File: src/rtl/multicycle_ctrl_fsm_if.sv
// Control/status bundle between the multicycle control FSM (master) and the datapath (slave).
interface multicycle_ctrl_fsm_if #(
   parameter int unsigned INST_SIZE = 32,
   parameter int unsigned CNT_WIDTH = 32
);
   // Datapath -> control
   logic [INST_SIZE-1:0] instr;
   logic                 comparison;
   logic                 imem_ready;
   logic                 dmem_ready;
   // Control -> datapath
   logic                 imem_req;
   logic                 ir_wr;
   logic                 pc_wr;
   logic [1:0]           if_mux_sel;
   logic                 ex_mux_sel;
   logic [1:0]           wb_mux_sel;
   logic                 reg_file_rd;
   logic                 reg_file_wr;
   logic                 mem_read;
   logic                 mem_write;
   logic                 one_byte;
   logic                 two_bytes;
   logic                 four_bytes;
   logic                 halted;
   logic [1:0]           err_code;
   logic [CNT_WIDTH-1:0] instret;

   modport master (
      input  instr, comparison, imem_ready, dmem_ready,
      output imem_req, ir_wr, pc_wr, if_mux_sel, ex_mux_sel, wb_mux_sel,
      output reg_file_rd, reg_file_wr, mem_read, mem_write,
      output one_byte, two_bytes, four_bytes, halted, err_code, instret
   );

   modport slave (
      output instr, comparison, imem_ready, dmem_ready,
      input  imem_req, ir_wr, pc_wr, if_mux_sel, ex_mux_sel, wb_mux_sel,
      input  reg_file_rd, reg_file_wr, mem_read, mem_write,
      input  one_byte, two_bytes, four_bytes, halted, err_code, instret
   );
endinterface

File: src/rtl/multicycle_ctrl_fsm.sv
// Multicycle RV32I control path: FETCH/DECODE/EXEC/MEM/WB sequencing with memory ready
// handshakes, wait timeout, sticky trap and retired-instruction counter.
module multicycle_ctrl_fsm #(
   parameter int unsigned INST_SIZE   = 32,
   parameter int unsigned MEM_TIMEOUT = 16,
   parameter int unsigned CNT_WIDTH   = 32
) (
   input logic                   clk,
   input logic                   rst,
   multicycle_ctrl_fsm_if.master bus
);

   localparam int unsigned WaitW = $clog2(MEM_TIMEOUT + 1);
   localparam logic [WaitW-1:0] WaitLast = WaitW'(MEM_TIMEOUT - 1);

   localparam logic [6:0] OpR     = 7'b0110011;
   localparam logic [6:0] OpImm   = 7'b0010011;
   localparam logic [6:0] OpLoad  = 7'b0000011;
   localparam logic [6:0] OpStore = 7'b0100011;
   localparam logic [6:0] OpBr    = 7'b1100011;
   localparam logic [6:0] OpJal   = 7'b1101111;
   localparam logic [6:0] OpJalr  = 7'b1100111;
   localparam logic [6:0] OpLui   = 7'b0110111;
   localparam logic [6:0] OpAuipc = 7'b0010111;

   typedef enum logic [2:0] {
      StFetch,
      StDecode,
      StExec,
      StMem,
      StWb,
      StTrap
   } state_e;

   state_e               state_q, state_d;
   logic [WaitW-1:0]     wait_q, wait_d;
   logic [1:0]           err_q, err_d;
   logic [CNT_WIDTH-1:0] instret_q, instret_d;
   logic                 retire;

   logic       imem_req_raw, ir_wr_raw, pc_wr_raw, ex_sel_raw;
   logic       rd_raw, wr_raw, mem_read_raw, mem_write_raw;
   logic       one_raw, two_raw, four_raw;
   logic [1:0] if_sel_raw, wb_sel_raw;

   // Instruction field decode; only opcode and funct3 steer the control path.
   logic [6:0] opcode;
   logic [1:0] size;
   logic       is_r, is_br, is_load, is_store, is_jal, is_jalr, is_auipc, is_legal;
   logic       unused_instr_bits;

   assign opcode   = bus.instr[6:0];
   assign size     = bus.instr[13:12];
   assign is_r     = (opcode == OpR);
   assign is_br    = (opcode == OpBr);
   assign is_load  = (opcode == OpLoad);
   assign is_store = (opcode == OpStore);
   assign is_jal   = (opcode == OpJal);
   assign is_jalr  = (opcode == OpJalr);
   assign is_auipc = (opcode == OpAuipc);
   assign is_legal = is_r || is_br || is_load || is_store || is_jal || is_jalr || is_auipc ||
                     (opcode == OpImm) || (opcode == OpLui);
   assign unused_instr_bits = ^{bus.instr[INST_SIZE-1:15], bus.instr[14], bus.instr[11:7]};

   // State, wait counter, error code and retire counter registers.
   always_ff @(posedge clk or posedge rst) begin
      if (rst) begin
         state_q   <= StFetch;
         wait_q    <= '0;
         err_q     <= 2'd0;
         instret_q <= '0;
      end else begin
         state_q   <= state_d;
         wait_q    <= wait_d;
         err_q     <= err_d;
         instret_q <= instret_d;
      end
   end

   // Next-state and raw control decode from current state and instruction.
   always_comb begin
      state_d       = state_q;
      wait_d        = wait_q;
      err_d         = err_q;
      retire        = 1'b0;
      imem_req_raw  = 1'b0;
      ir_wr_raw     = 1'b0;
      pc_wr_raw     = 1'b0;
      if_sel_raw    = 2'd0;
      ex_sel_raw    = 1'b0;
      wb_sel_raw    = 2'd0;
      rd_raw        = 1'b0;
      wr_raw        = 1'b0;
      mem_read_raw  = 1'b0;
      mem_write_raw = 1'b0;
      one_raw       = 1'b0;
      two_raw       = 1'b0;
      four_raw      = 1'b0;

      unique case (state_q)
         StFetch: begin
            imem_req_raw = 1'b1;
            if (bus.imem_ready) begin
               ir_wr_raw = 1'b1;
               state_d   = StDecode;
            end else if (wait_q == WaitLast) begin
               state_d = StTrap;
               err_d   = 2'd2;
            end else begin
               wait_d = wait_q + 1'b1;
            end
         end
         StDecode: begin
            rd_raw = 1'b1;
            if (!is_legal || ((is_load || is_store) && size == 2'b11)) begin
               state_d = StTrap;
               err_d   = 2'd1;
            end else begin
               state_d = StExec;
            end
         end
         StExec: begin
            ex_sel_raw = !(is_r || is_br);
            if (is_br) begin
               pc_wr_raw  = 1'b1;
               if_sel_raw = bus.comparison ? 2'd1 : 2'd0;
               retire     = 1'b1;
               state_d    = StFetch;
            end else if (is_load || is_store) begin
               state_d = StMem;
            end else begin
               state_d = StWb;
            end
         end
         StMem: begin
            mem_read_raw  = is_load;
            mem_write_raw = is_store;
            one_raw       = (size == 2'b00);
            two_raw       = (size == 2'b01);
            four_raw      = (size == 2'b10);
            if (bus.dmem_ready) begin
               if (is_store) begin
                  pc_wr_raw = 1'b1;
                  retire    = 1'b1;
                  state_d   = StFetch;
               end else begin
                  state_d = StWb;
               end
            end else if (wait_q == WaitLast) begin
               state_d = StTrap;
               err_d   = 2'd3;
            end else begin
               wait_d = wait_q + 1'b1;
            end
         end
         StWb: begin
            wr_raw    = 1'b1;
            pc_wr_raw = 1'b1;
            if (is_load) begin
               wb_sel_raw = 2'd1;
            end else if (is_jal || is_jalr) begin
               wb_sel_raw = 2'd2;
            end else if (is_auipc) begin
               wb_sel_raw = 2'd3;
            end
            if (is_jal) begin
               if_sel_raw = 2'd1;
            end else if (is_jalr) begin
               if_sel_raw = 2'd2;
            end
            retire  = 1'b1;
            state_d = StFetch;
         end
         StTrap: begin
            state_d = StTrap;
         end
         default: begin
            state_d = StFetch;
         end
      endcase

      if (state_d != state_q) begin
         wait_d = '0;
      end
      instret_d = retire ? instret_q + 1'b1 : instret_q;
   end

   // Outputs are forced low while reset is high so an aborted access never commits.
   assign bus.imem_req    = imem_req_raw & ~rst;
   assign bus.ir_wr       = ir_wr_raw & ~rst;
   assign bus.pc_wr       = pc_wr_raw & ~rst;
   assign bus.if_mux_sel  = rst ? 2'd0 : if_sel_raw;
   assign bus.ex_mux_sel  = ex_sel_raw & ~rst;
   assign bus.wb_mux_sel  = rst ? 2'd0 : wb_sel_raw;
   assign bus.reg_file_rd = rd_raw & ~rst;
   assign bus.reg_file_wr = wr_raw & ~rst;
   assign bus.mem_read    = mem_read_raw & ~rst;
   assign bus.mem_write   = mem_write_raw & ~rst;
   assign bus.one_byte    = one_raw & ~rst;
   assign bus.two_bytes   = two_raw & ~rst;
   assign bus.four_bytes  = four_raw & ~rst;
   assign bus.halted      = (state_q == StTrap) & ~rst;
   assign bus.err_code    = rst ? 2'd0 : err_q;
   assign bus.instret     = rst ? '0 : instret_q;

endmodule

File: src/flat_wrapper.sv
// flat-port wrapper written by rule: the top's interface ports become plain ports
module multicycle_ctrl_fsm_flat 
#(
   parameter int unsigned INST_SIZE   = 32,
   parameter int unsigned MEM_TIMEOUT = 16,
   parameter int unsigned CNT_WIDTH   = 32
)
  (clk, rst, bus_instr, bus_comparison, bus_imem_ready, bus_dmem_ready, bus_imem_req, bus_ir_wr, bus_pc_wr, bus_if_mux_sel, bus_ex_mux_sel, bus_wb_mux_sel, bus_reg_file_rd, bus_reg_file_wr, bus_mem_read, bus_mem_write, bus_one_byte, bus_two_bytes, bus_four_bytes, bus_halted, bus_err_code, bus_instret);
  multicycle_ctrl_fsm_if #(.INST_SIZE(INST_SIZE), .CNT_WIDTH(CNT_WIDTH)) bus_i ();
  input logic clk;
  input logic rst;
  input wire logic [$bits(bus_i.instr)-1:0] bus_instr;
  input wire logic [$bits(bus_i.comparison)-1:0] bus_comparison;
  input wire logic [$bits(bus_i.imem_ready)-1:0] bus_imem_ready;
  input wire logic [$bits(bus_i.dmem_ready)-1:0] bus_dmem_ready;
  output wire logic [$bits(bus_i.imem_req)-1:0] bus_imem_req;
  output wire logic [$bits(bus_i.ir_wr)-1:0] bus_ir_wr;
  output wire logic [$bits(bus_i.pc_wr)-1:0] bus_pc_wr;
  output wire logic [$bits(bus_i.if_mux_sel)-1:0] bus_if_mux_sel;
  output wire logic [$bits(bus_i.ex_mux_sel)-1:0] bus_ex_mux_sel;
  output wire logic [$bits(bus_i.wb_mux_sel)-1:0] bus_wb_mux_sel;
  output wire logic [$bits(bus_i.reg_file_rd)-1:0] bus_reg_file_rd;
  output wire logic [$bits(bus_i.reg_file_wr)-1:0] bus_reg_file_wr;
  output wire logic [$bits(bus_i.mem_read)-1:0] bus_mem_read;
  output wire logic [$bits(bus_i.mem_write)-1:0] bus_mem_write;
  output wire logic [$bits(bus_i.one_byte)-1:0] bus_one_byte;
  output wire logic [$bits(bus_i.two_bytes)-1:0] bus_two_bytes;
  output wire logic [$bits(bus_i.four_bytes)-1:0] bus_four_bytes;
  output wire logic [$bits(bus_i.halted)-1:0] bus_halted;
  output wire logic [$bits(bus_i.err_code)-1:0] bus_err_code;
  output wire logic [$bits(bus_i.instret)-1:0] bus_instret;
  assign bus_i.instr = bus_instr;
  assign bus_i.comparison = bus_comparison;
  assign bus_i.imem_ready = bus_imem_ready;
  assign bus_i.dmem_ready = bus_dmem_ready;
  assign bus_imem_req = bus_i.imem_req;
  assign bus_ir_wr = bus_i.ir_wr;
  assign bus_pc_wr = bus_i.pc_wr;
  assign bus_if_mux_sel = bus_i.if_mux_sel;
  assign bus_ex_mux_sel = bus_i.ex_mux_sel;
  assign bus_wb_mux_sel = bus_i.wb_mux_sel;
  assign bus_reg_file_rd = bus_i.reg_file_rd;
  assign bus_reg_file_wr = bus_i.reg_file_wr;
  assign bus_mem_read = bus_i.mem_read;
  assign bus_mem_write = bus_i.mem_write;
  assign bus_one_byte = bus_i.one_byte;
  assign bus_two_bytes = bus_i.two_bytes;
  assign bus_four_bytes = bus_i.four_bytes;
  assign bus_halted = bus_i.halted;
  assign bus_err_code = bus_i.err_code;
  assign bus_instret = bus_i.instret;
  multicycle_ctrl_fsm #(.INST_SIZE(INST_SIZE), .MEM_TIMEOUT(MEM_TIMEOUT), .CNT_WIDTH(CNT_WIDTH)) u_core (.clk(clk), .rst(rst), .bus(bus_i));
endmodule
File: config.mk
export PLATFORM = sky130hd
export DESIGN_NAME = multicycle_ctrl_fsm_flat
export DESIGN_NICKNAME = d
export VERILOG_FILES = /design/src/rtl/multicycle_ctrl_fsm_if.sv /design/src/rtl/multicycle_ctrl_fsm.sv /design/src/flat_wrapper.sv
export SDC_FILE = /design/constraint.sdc
export NUM_CORES = 1
export LEC_CHECK = 0
export CAP_MARGIN = 10
export CORE_MARGIN = 10
export CORE_UTILIZATION = 25
export DETAILED_ROUTE_END_ITERATION = 10
export PLACE_DENSITY_LB_ADDON = 0.2
export SYNTH_ARGS = -nofsm -noshare
export SYNTH_HDL_FRONTEND = slang
export SYNTH_SLANG_ARGS = --single-unit
File: constraint.sdc
create_clock -name clk -period 3.4 [get_ports clk]
set_clock_uncertainty 0.1 [all_clocks]
set_input_delay 0.34 -clock clk [delete_from_list [all_inputs] [get_ports clk]]
set_output_delay 0.34 -clock clk [all_outputs]
set_load 0.05 [all_outputs]
Word-level counts from Yosys, hierarchy flattened
Index checks and enable logic that the tools add are counted.
{"block": "totals", "register_bits": 42, "latch_bits": 0, "mem_bits_rw": 0, "rom_bits": 0, "in_bits": 37, "output_inout_bits": 50, "elab_cells": 112, "mem_count": 0}
{"block": "op_classes", "add_sub_neg": 2, "mul": 0, "div": 0, "order_cmp": 0, "eq_ne": 26, "shift": 0, "muxes": 47, "bitwise": 13, "n_reduce_logical": 20}
{"cell": "$add A32 B1 Y32 const B", "count": 1}
{"cell": "$mux W32", "count": 1}
{"cell": "$mux W2", "count": 15}
{"cell": "$eq A7 B6 Y1 const B", "count": 3}
{"cell": "$eq A7 B7 Y1 const B", "count": 3}
{"cell": "$mux W3", "count": 7}
{"cell": "$mux W5", "count": 4}
{"cell": "$mux W1", "count": 15}
{"cell": "$pmux W3 S5", "count": 1}
{"cell": "$eq A7 B5 Y1 const B", "count": 2}
{"cell": "$and A1 B1 Y1", "count": 12}
{"cell": "$logic_or A1 B1 Y1", "count": 11}
{"cell": "$pmux W5 S2", "count": 1}
{"cell": "$eq A7 B2 Y1 const B", "count": 1}
{"cell": "$eq A3 B2 Y1 const B", "count": 2}
{"cell": "$eq A3 B3 Y1 const B", "count": 2}
{"cell": "$ne A2 B1 Y1 const B", "count": 3}
{"cell": "$ne A3 B2 Y1 const B", "count": 2}
{"cell": "$pmux W2 S3", "count": 1}
{"cell": "$reduce_and A6 Y1", "count": 1}
{"cell": "$reduce_bool A3 Y1", "count": 2}
{"cell": "$add A5 B1 Y5 const B", "count": 1}
{"cell": "$eq A5 B4 Y1 const B", "count": 1}
{"cell": "$eq A2 B2 Y1 const B", "count": 2}
{"cell": "12 further kinds", "count": 14}

Logic depth before layout (Yosys ltp)
Gate-level depths: netlist of run 1.
{"block": "logic_depth", "depth_word": 16, "depth_mapped": 9, "mapped_depth_nobuf": 8}

Worst setup path before layout of run 1
Ideal clock, no wire load.
{"block": "synth_timing", "kind": "input to output", "startpoint": "in rst", "endpoint": "out bus_two_bytes", "arrival_time_ps": 2961, "required_time_ps": 2960, "setup_slack_ps": -1, "cell_stages": 4, "path_buffers": 1, "path_cell_list": "clkbuf_1 -> inv_1 -> nand3_1 -> nor3b_1"}
{"block": "synth_between", "elab_chain_len": 2}
{"item": "start, declared", "line": "flat_wrapper.sv:11", "rtl": "input logic rst;"}
{"item": "$not A1 Y1", "line": "multicycle_ctrl_fsm.sv:200", "rtl": "assign bus.two_bytes = two_raw & ~rst;"}
{"item": "$and A1 B1 Y1", "line": "multicycle_ctrl_fsm.sv:200"}
{"item": "end, declared", "line": "flat_wrapper.sv:27", "rtl": "output wire logic [$bits(bus_i.two_bytes)-1:0] bus_two_bytes;"}
Every way passes these cells.

Worst setup path after layout of run 1
{"block": "layout_timing", "startpoint": "reg u_core.state_q[2]", "endpoint": "out bus_pc_wr"}
{"block": "layout_between", "elab_chain_len": 3, "elab_cells_between_ends": 5, "cone_classes": "eq/ne (3); mux (1); bitwise (1)"}
{"item": "start, declared", "line": "multicycle_ctrl_fsm.sv:35", "rtl": "state_e state_q, state_d;"}
{"item": "start signal, assigned", "line": "multicycle_ctrl_fsm.sv:68", "rtl": "state_q <= StFetch;"}
{"item": "start signal, assigned", "line": "multicycle_ctrl_fsm.sv:73", "rtl": "state_q <= state_d;"}
{"item": "$eq A3 B3 Y1 / $eq A3 B2 Y1 (equally long branches)", "line": "multicycle_ctrl_fsm.sv:100", "rtl": "unique case (state_q)"}
{"item": "$pmux W1 S3 *", "line": "multicycle_ctrl_fsm.sv:100"}
{"item": "$and A1 B1 Y1 *", "line": "multicycle_ctrl_fsm.sv:191", "rtl": "assign bus.pc_wr = pc_wr_raw & ~rst;"}
{"item": "end, declared", "line": "flat_wrapper.sv:18", "rtl": "output wire logic [$bits(bus_i.pc_wr)-1:0] bus_pc_wr;"}
Mark *: on every way between the ends. The rest lies on a longest branch, timed or not.

==> results of run 1 <==
==> synth_stat cells (all sizes together), types with 2 or more instances <==
cell	count
dfrtp	42
nor2b	33
nand2	23
nor2	23
nor3	20
xnor2	20
xor2	16
clkbuf	12
inv	11
nand3	11
and3	9
nand4	9
nor4	6
or3	6
a21oi	5
a31oi	5
o21ai	5
a31o	3
ha	3
nand2b	3
a211oi	2
and2	2
nand3b	2
nor3b	2
==> through the flow <==
stage / setup TNS [ns] / area [µm²] / power, mW / util (%) / instances
2_1_floorplan: -0.000961 / 2650 / 1.10 / - / 293
3_3_place_gp: 0 / 3490 / 1.32 / 33.9 / 483
3_5_place_dp: 0 / 3490 / 1.33 / 33.9 / 483
4_1_cts: 0 / 3580 / 1.66 / 34.7 / 491
5_1_grt: 0 / 3580 / 1.75 / 34.7 / 491
6_report: 0 / 3580 / 1.63 / 34.7 / 491
==> path summary, 6_finish.rpt <==
check	slack (ns)	startpoint	end	depth (start not counted)
max	0.50	u_core.state_q[2]	bus_pc_wr	5
min	0.37	u_core.instret_q[31]	u_core.instret_q[31]	1
max reg2reg	0.90	u_core.state_q[2]	u_core.instret_q[13]	5
min reg2reg	0.37	u_core.instret_q[31]	u_core.instret_q[31]	1
max in group asynchronous	2.21	rst	u_core.instret_q[31]	3
min in group asynchronous	0.62	rst	u_core.state_q[1]	3
==> cells by family after synthesis <==
family | share of synthesized area (%)
AOI/OAI and AO/OA | 9.90
adders and majority gates | 1.41
and+or+nand+nor | 32.9
buffers and inverters | 3.54
muxes | 0.801
DFF | 39.6
xor gates and xnor gates | 11.9
==> critical path: cells and delay by family (launching register included) <==
family                 cells  cell delay (ns)
AND/OR/NAND/NOR            4             1.43
buffers and inverters      1             0.18
flip-flops                 1             0.56
==> flip-flops by register name, summed over array words and instances (netlist names) <==
signal and count:
u_core.err_q 2, u_core.state_q 3, u_core.instret_q 32, u_core.wait_q 5
==> metal layers <==
layer	track usage (%)	vias up	part of all wire, %
met5	0	-	0
met4	2.62	0	0.78
met3	3.56	5	8.5
met2	15.2	53	47
met1	11.6	1062	44
li1	-	1138	-
==> layout by cell type (no fill, tap or decap), types with 3 or more instances in the layout <==
master,n
ha_1,3
and3_1,9
dfrtp_1,42
nor2b_1,33
or3_1,5
nor4_1,4
xor2_1,16
nor2_1,23
nand2_1,23
inv_1,11
nand4_1,9
buf_12,15
a21oi_1,5
nand2b_1,3
buf_4,39
a31oi_1,3
o21ai_0,5
clkbuf_8,5
clkdlybuf4s50_1,13
xnor2_1,20
nor3_1,20
nand3_1,11
==> cell type report <==
cell class,instances,area share [%]
multi-input combinational,227,42.1
sequential,42,29.4
timing repair buffer,67,20.2
tap,136,4.75
clock buffer,6,2.03
inverter,11,1.15
clock inverter,2,0.384
==> power by group through the flow <==
| stage | sequential, mW | combinational [mW] | clock [mW] |
|---|---|---|---|
| after global routing | 0.685 | 0.708 | 0.357 |
| after floorplan | 0.623 | 0.479 | 0 |
| final | 0.668 | 0.646 | 0.321 |
| after global placement | 0.672 | 0.653 | 0 |
| after detailed placement | 0.677 | 0.654 | 0 |
| after CTS | 0.667 | 0.657 | 0.338 |
==> flow_metrics.py, run 1 <==
metrics = {
    "outcome": {
        "outcome": "finished clean",
    },
    "sta": {
        "hold_viol_final": 0,
        "whs_ns": 0.367,
        "relSlewSlack_pct": 59.5,
        "fmax_ghz": 0.345,
        "tightest_slew_ns": 0.604,
        "drv_slew": 0,
        "period_share_pct": 85.3,
        "setup_viol": 0,
        "rsz0062_at_grt": "no",
        "postLayoutSetupSlackWorst_ns": 0.500,
        "period_needed_ns": 2.90,
    },
    "setup_path": {
        "worstPathRequired_ns": 2.96,
        "crit_type": "flip-flop to output port",
        "worstPathMaxFanout": 16,
        "critical_path.slowest_cell": "dfrtp_1",
        "cp_slowest_stage_delay_ns": 0.56,
        "cp.arrival_ns": 2.46,
        "crit_chain": "or3b_4, or3_4, and3_1, nor2_1, buf_12",
        "cp-start-kind": "flip-flop",
        "crit_path_end_kind": "output port",
    },
    "power_and_ir_drop": {
        "clockPowerShare_pct": 19.6,
        "combPwrFrac_pct": 39.5,
        "p_sw_share_pct": 41.3,
        "ir_drop_mv": 0.290,
        "seqPwrFrac_pct": 40.9,
        "power_leakage_nw": 1.42,
        "p_switching_uw": 676,
        "internal-power_uw": 959,
        "power_density_nw_per_um2": 457,
    },
    "finish": {
        "nets": 394,
        "fill_cells": 1092,
        "antennaDiodeCount": 0,
        "multiInputGateArea_um2": 1510,
        "synthToLayoutAreaGrowth_pct": 34.9,
        "register_area_um2": 1050,
        "drive_gt1_share_pct": 21.1,
    },
    "clock_network": {
        "clockBufferDepth": 2,
        "clk_pin_slew_ns": 0.08,
        "cts_root_buf": "clkbuf_8",
        "cts_resized": 0,
        "postCtsHoldBufs": 0,
        "cts_setup_buffers": 0,
        "cts_made_buffers": 5,
        "h-tree-depth": 2,
        "cts_tree": "done",
        "clk_latency_ns": 0.30,
        "cts.sinks": 42,
    },
    "placement": {
        "place_hpwl_mm": 5.28,
        "post-place-ws_ns": 0.557,
        "port-buffer-count": 63,
        "place.gp.congestion": 0.772,
    },
    "hold_path": {
        "hold_path.class": "flip-flop to flip-flop",
    },
    "synthesis": {
        "yosysWarnings": 0,
        "yosysUniqueCellTypes": 51,
        "yosys.area.top_type": "dfrtp_1",
        "synth_top_area_share_pct": 39.6,
        "ys_ff_latch": 42,
        "avgSynthCellArea_um2": 9.06,
        "synth_edf_count": 0,
        "ys_top_cells_by_area": "dfrtp_1, nor2b_1, xnor2_1",
        "syn_inst": 293,
        "yosysSeqAreaShare_pct": 39.6,
        "synthFlopType": "dfrtp_1",
        "synthArstFlopShare_pct": 100,
        "synthesis.nets": 333,
        "netlist_area_um2": 2650,
    },
    "route": {
        "drc_errors": 0,
        "dr.pass1.iters": 4,
        "wirelength_mm": 6.94,
        "vias_per_cell": 4.60,
        "wl_per_cell_um": 14.1,
        "ant_nets": 0,
        "drt-initial-drc-count": 63,
        "vias": 2258,
    },
    "floorplan": {
        "io_pins": 87,
        "initial_core_util_pct": 25.7,
        "core_area_um2": 10300,
        "die_h_um": 123,
        "rows": 37,
        "die_x_um": 123,
        "die-area_um2": 15100,
    },
    "grt": {
        "antenna_found_initial": 0,
        "grt_pass1_vias": 2342,
        "grt_pass1_wl_mm": 11.7,
        "track_usage_pct": 9.44,
        "grt.overflow.total": 0,
        "grt_max_degree": 43,
    },
    "job": {
        "max-cap-violations": 0,
    },
}
(Power assumes the default switching activity.)
==> run 2: changes to the inputs <==
CORE_MARGIN = 2   (was 10)
MAX_ROUTING_LAYER = met4   (was unset)
==> run 2 against run 1 <==
- critical path depth unchanged
- critical path type unchanged
- sequential share of layout area is 0.15 points lower
- non-clock buffer count is 1 lower
==> flow_metrics.py, run 2 (synthesized netlist as in run 1, its figures left out) <==
metrics = {
    "power_and_ir_drop": {
        "ir_drop_mv": 0.315,
        "power_mw": 1.72,
        "power_density_nw_per_um2": 477,
        "power_leakage_nw": 1.43,
    },
    "setup_path": {
        "worstPathMaxFanout": 18,
        "crit_type": "flip-flop to output port",
        "worstPathRequired_ns": 2.96,
        "cp-start-kind": "flip-flop",
        "rr_worst_depth": 5,
        "reg2reg_slack_ns": 0.82,
        "crit_path_end_kind": "output port",
        "cp.arrival_ns": 2.54,
    },
    "hold_path": {
        "hold_path.class": "flip-flop to flip-flop",
        "hold_path_depth": 1,
    },
    "sta": {
        "period_share_pct": 87.8,
        "hold_viol_final": 0,
        "setup_viol": 0,
        "period_needed_ns": 2.98,
        "tns_ns": 0,
        "postLayoutSetupSlackWorst_ns": 0.415,
        "whs_ns": 0.366,
        "fmax_ghz": 0.335,
        "drv_slew": 0,
        "tightest_slew_ns": 0.605,
        "relSlewSlack_pct": 59.4,
        "rsz0062_at_grt": "no",
    },
    "placement": {
        "dp_cells": 482,
        "placed_area_um2": 3490,
        "place_hpwl_mm": 4.79,
        "port-buffer-count": 63,
        "place.gp.congestion": 0.789,
        "post-place-ws_ns": 0.575,
    },
    "job": {
        "max-cap-violations": 0,
    },
    "grt": {
        "grt_max_degree": 43,
        "grt.overflow.total": 0,
        "antenna_found_initial": 0,
        "track_usage_pct": 12.3,
        "grt_pass1_vias": 2309,
        "grt_pass1_wl_mm": 11.1,
    },
    "finish": {
        "final_cell_mix": "dfrtp_1, buf_4, nor2b_1",
        "final_cells": 490,
        "nets": 393,
        "mostFrequentLayoutCell": "dfrtp_1",
        "final_area_um2": 3600,
        "synthToLayoutAreaGrowth_pct": 35.6,
        "largest_register_ffs": 32,
        "drive_gt1_share_pct": 21.2,
        "regMostFlops": "u_core.instret_q",
        "antennaDiodeCount": 0,
        "largestRegisters": "u_core.instret_q x32, u_core.wait_q x5, u_core.state_q x3",
        "final_util_pct": 34.9,
    },
    "clock_network": {
        "cts_resized": 0,
        "cts_made_buffers": 5,
        "cts_root_buf": "clkbuf_8",
        "cts_setup_buffers": 0,
        "clockBufferDepth": 2,
        "cts.sinks": 42,
        "postCtsHoldBufs": 0,
        "cts_tree": "done",
        "clk_latency_ns": 0.30,
        "h-tree-depth": 2,
        "clk_pin_slew_ns": 0.08,
    },
    "route": {
        "vias_per_cell": 4.64,
        "drt-initial-drc-count": 78,
        "wl_per_cell_um": 13.3,
        "dr.pass1.iters": 4,
        "vias": 2274,
        "ant_nets": 0,
        "wirelength_mm": 6.51,
        "drc_errors": 0,
    },
    "floorplan": {
        "die_x_um": 107,
        "die_h_um": 107,
        "initial_core_util_pct": 25.7,
        "io_pins": 87,
        "die-area_um2": 11500,
        "rows": 37,
        "core_area_um2": 10300,
    },
    "outcome": {
        "outcome": "finished clean",
    },
}
==> run 2: changes by cell type in the layout (fill, tap and decap cells not counted) <==
cell       previous run  this run
clkinv_4              1         0
bufinv_16             0         1
inv_6                 0         1
clkbuf_1              1         0
buf_4                39        38
==> run 2: worst max-delay path, cell delays in order, from the launching register on <==
cell,delay (ns)
dfrtp_1,0.65
or3b_4,0.47
or3_4,0.43
and3_1,0.25
nor2_1,0.26
buf_12,0.18
==> run 2: final timing paths <==
kind | end | start
max | bus_pc_wr | u_core.state_q[1]
min in group asynchronous | u_core.state_q[1] | rst
max in group asynchronous | u_core.instret_q[31] | rst
min reg2reg | u_core.instret_q[31] | u_core.instret_q[31]
min | u_core.instret_q[31] | u_core.instret_q[31]
max reg2reg | u_core.instret_q[13] | u_core.state_q[1]
==> run 2: where the power goes <==
group	switching, mW	leakage, nW	internal [mW]	total (mW)
sequential	0.109	0.517	0.558	0.666
combinational	0.384	0.855	0.256	0.640
clock	0.191	0.0585	0.220	0.411
==> run 2: per-layer routing <==
metal | track usage (%) | vias to the layer above | wire (µm)
met2 | 19.8 | 53 | 3080
met5 | - | - | 0
li1 | - | 1137 | -
met3 | 2.98 | 6 | 277
met1 | 16.2 | 1078 | 3110
met4 | 1.95 | 0 | 46
==> run 2: final cells by class <==
cell class / count / area [µm²]
sequential: 42 / 1050
clock inverter: 3 / 43.8
clock buffer: 5 / 68.8
inverter: 11 / 41.3
multi-input combinational: 227 / 1510
tap: 136 / 170
timing repair buffer: 66 / 716
fill: 1077 / 6720
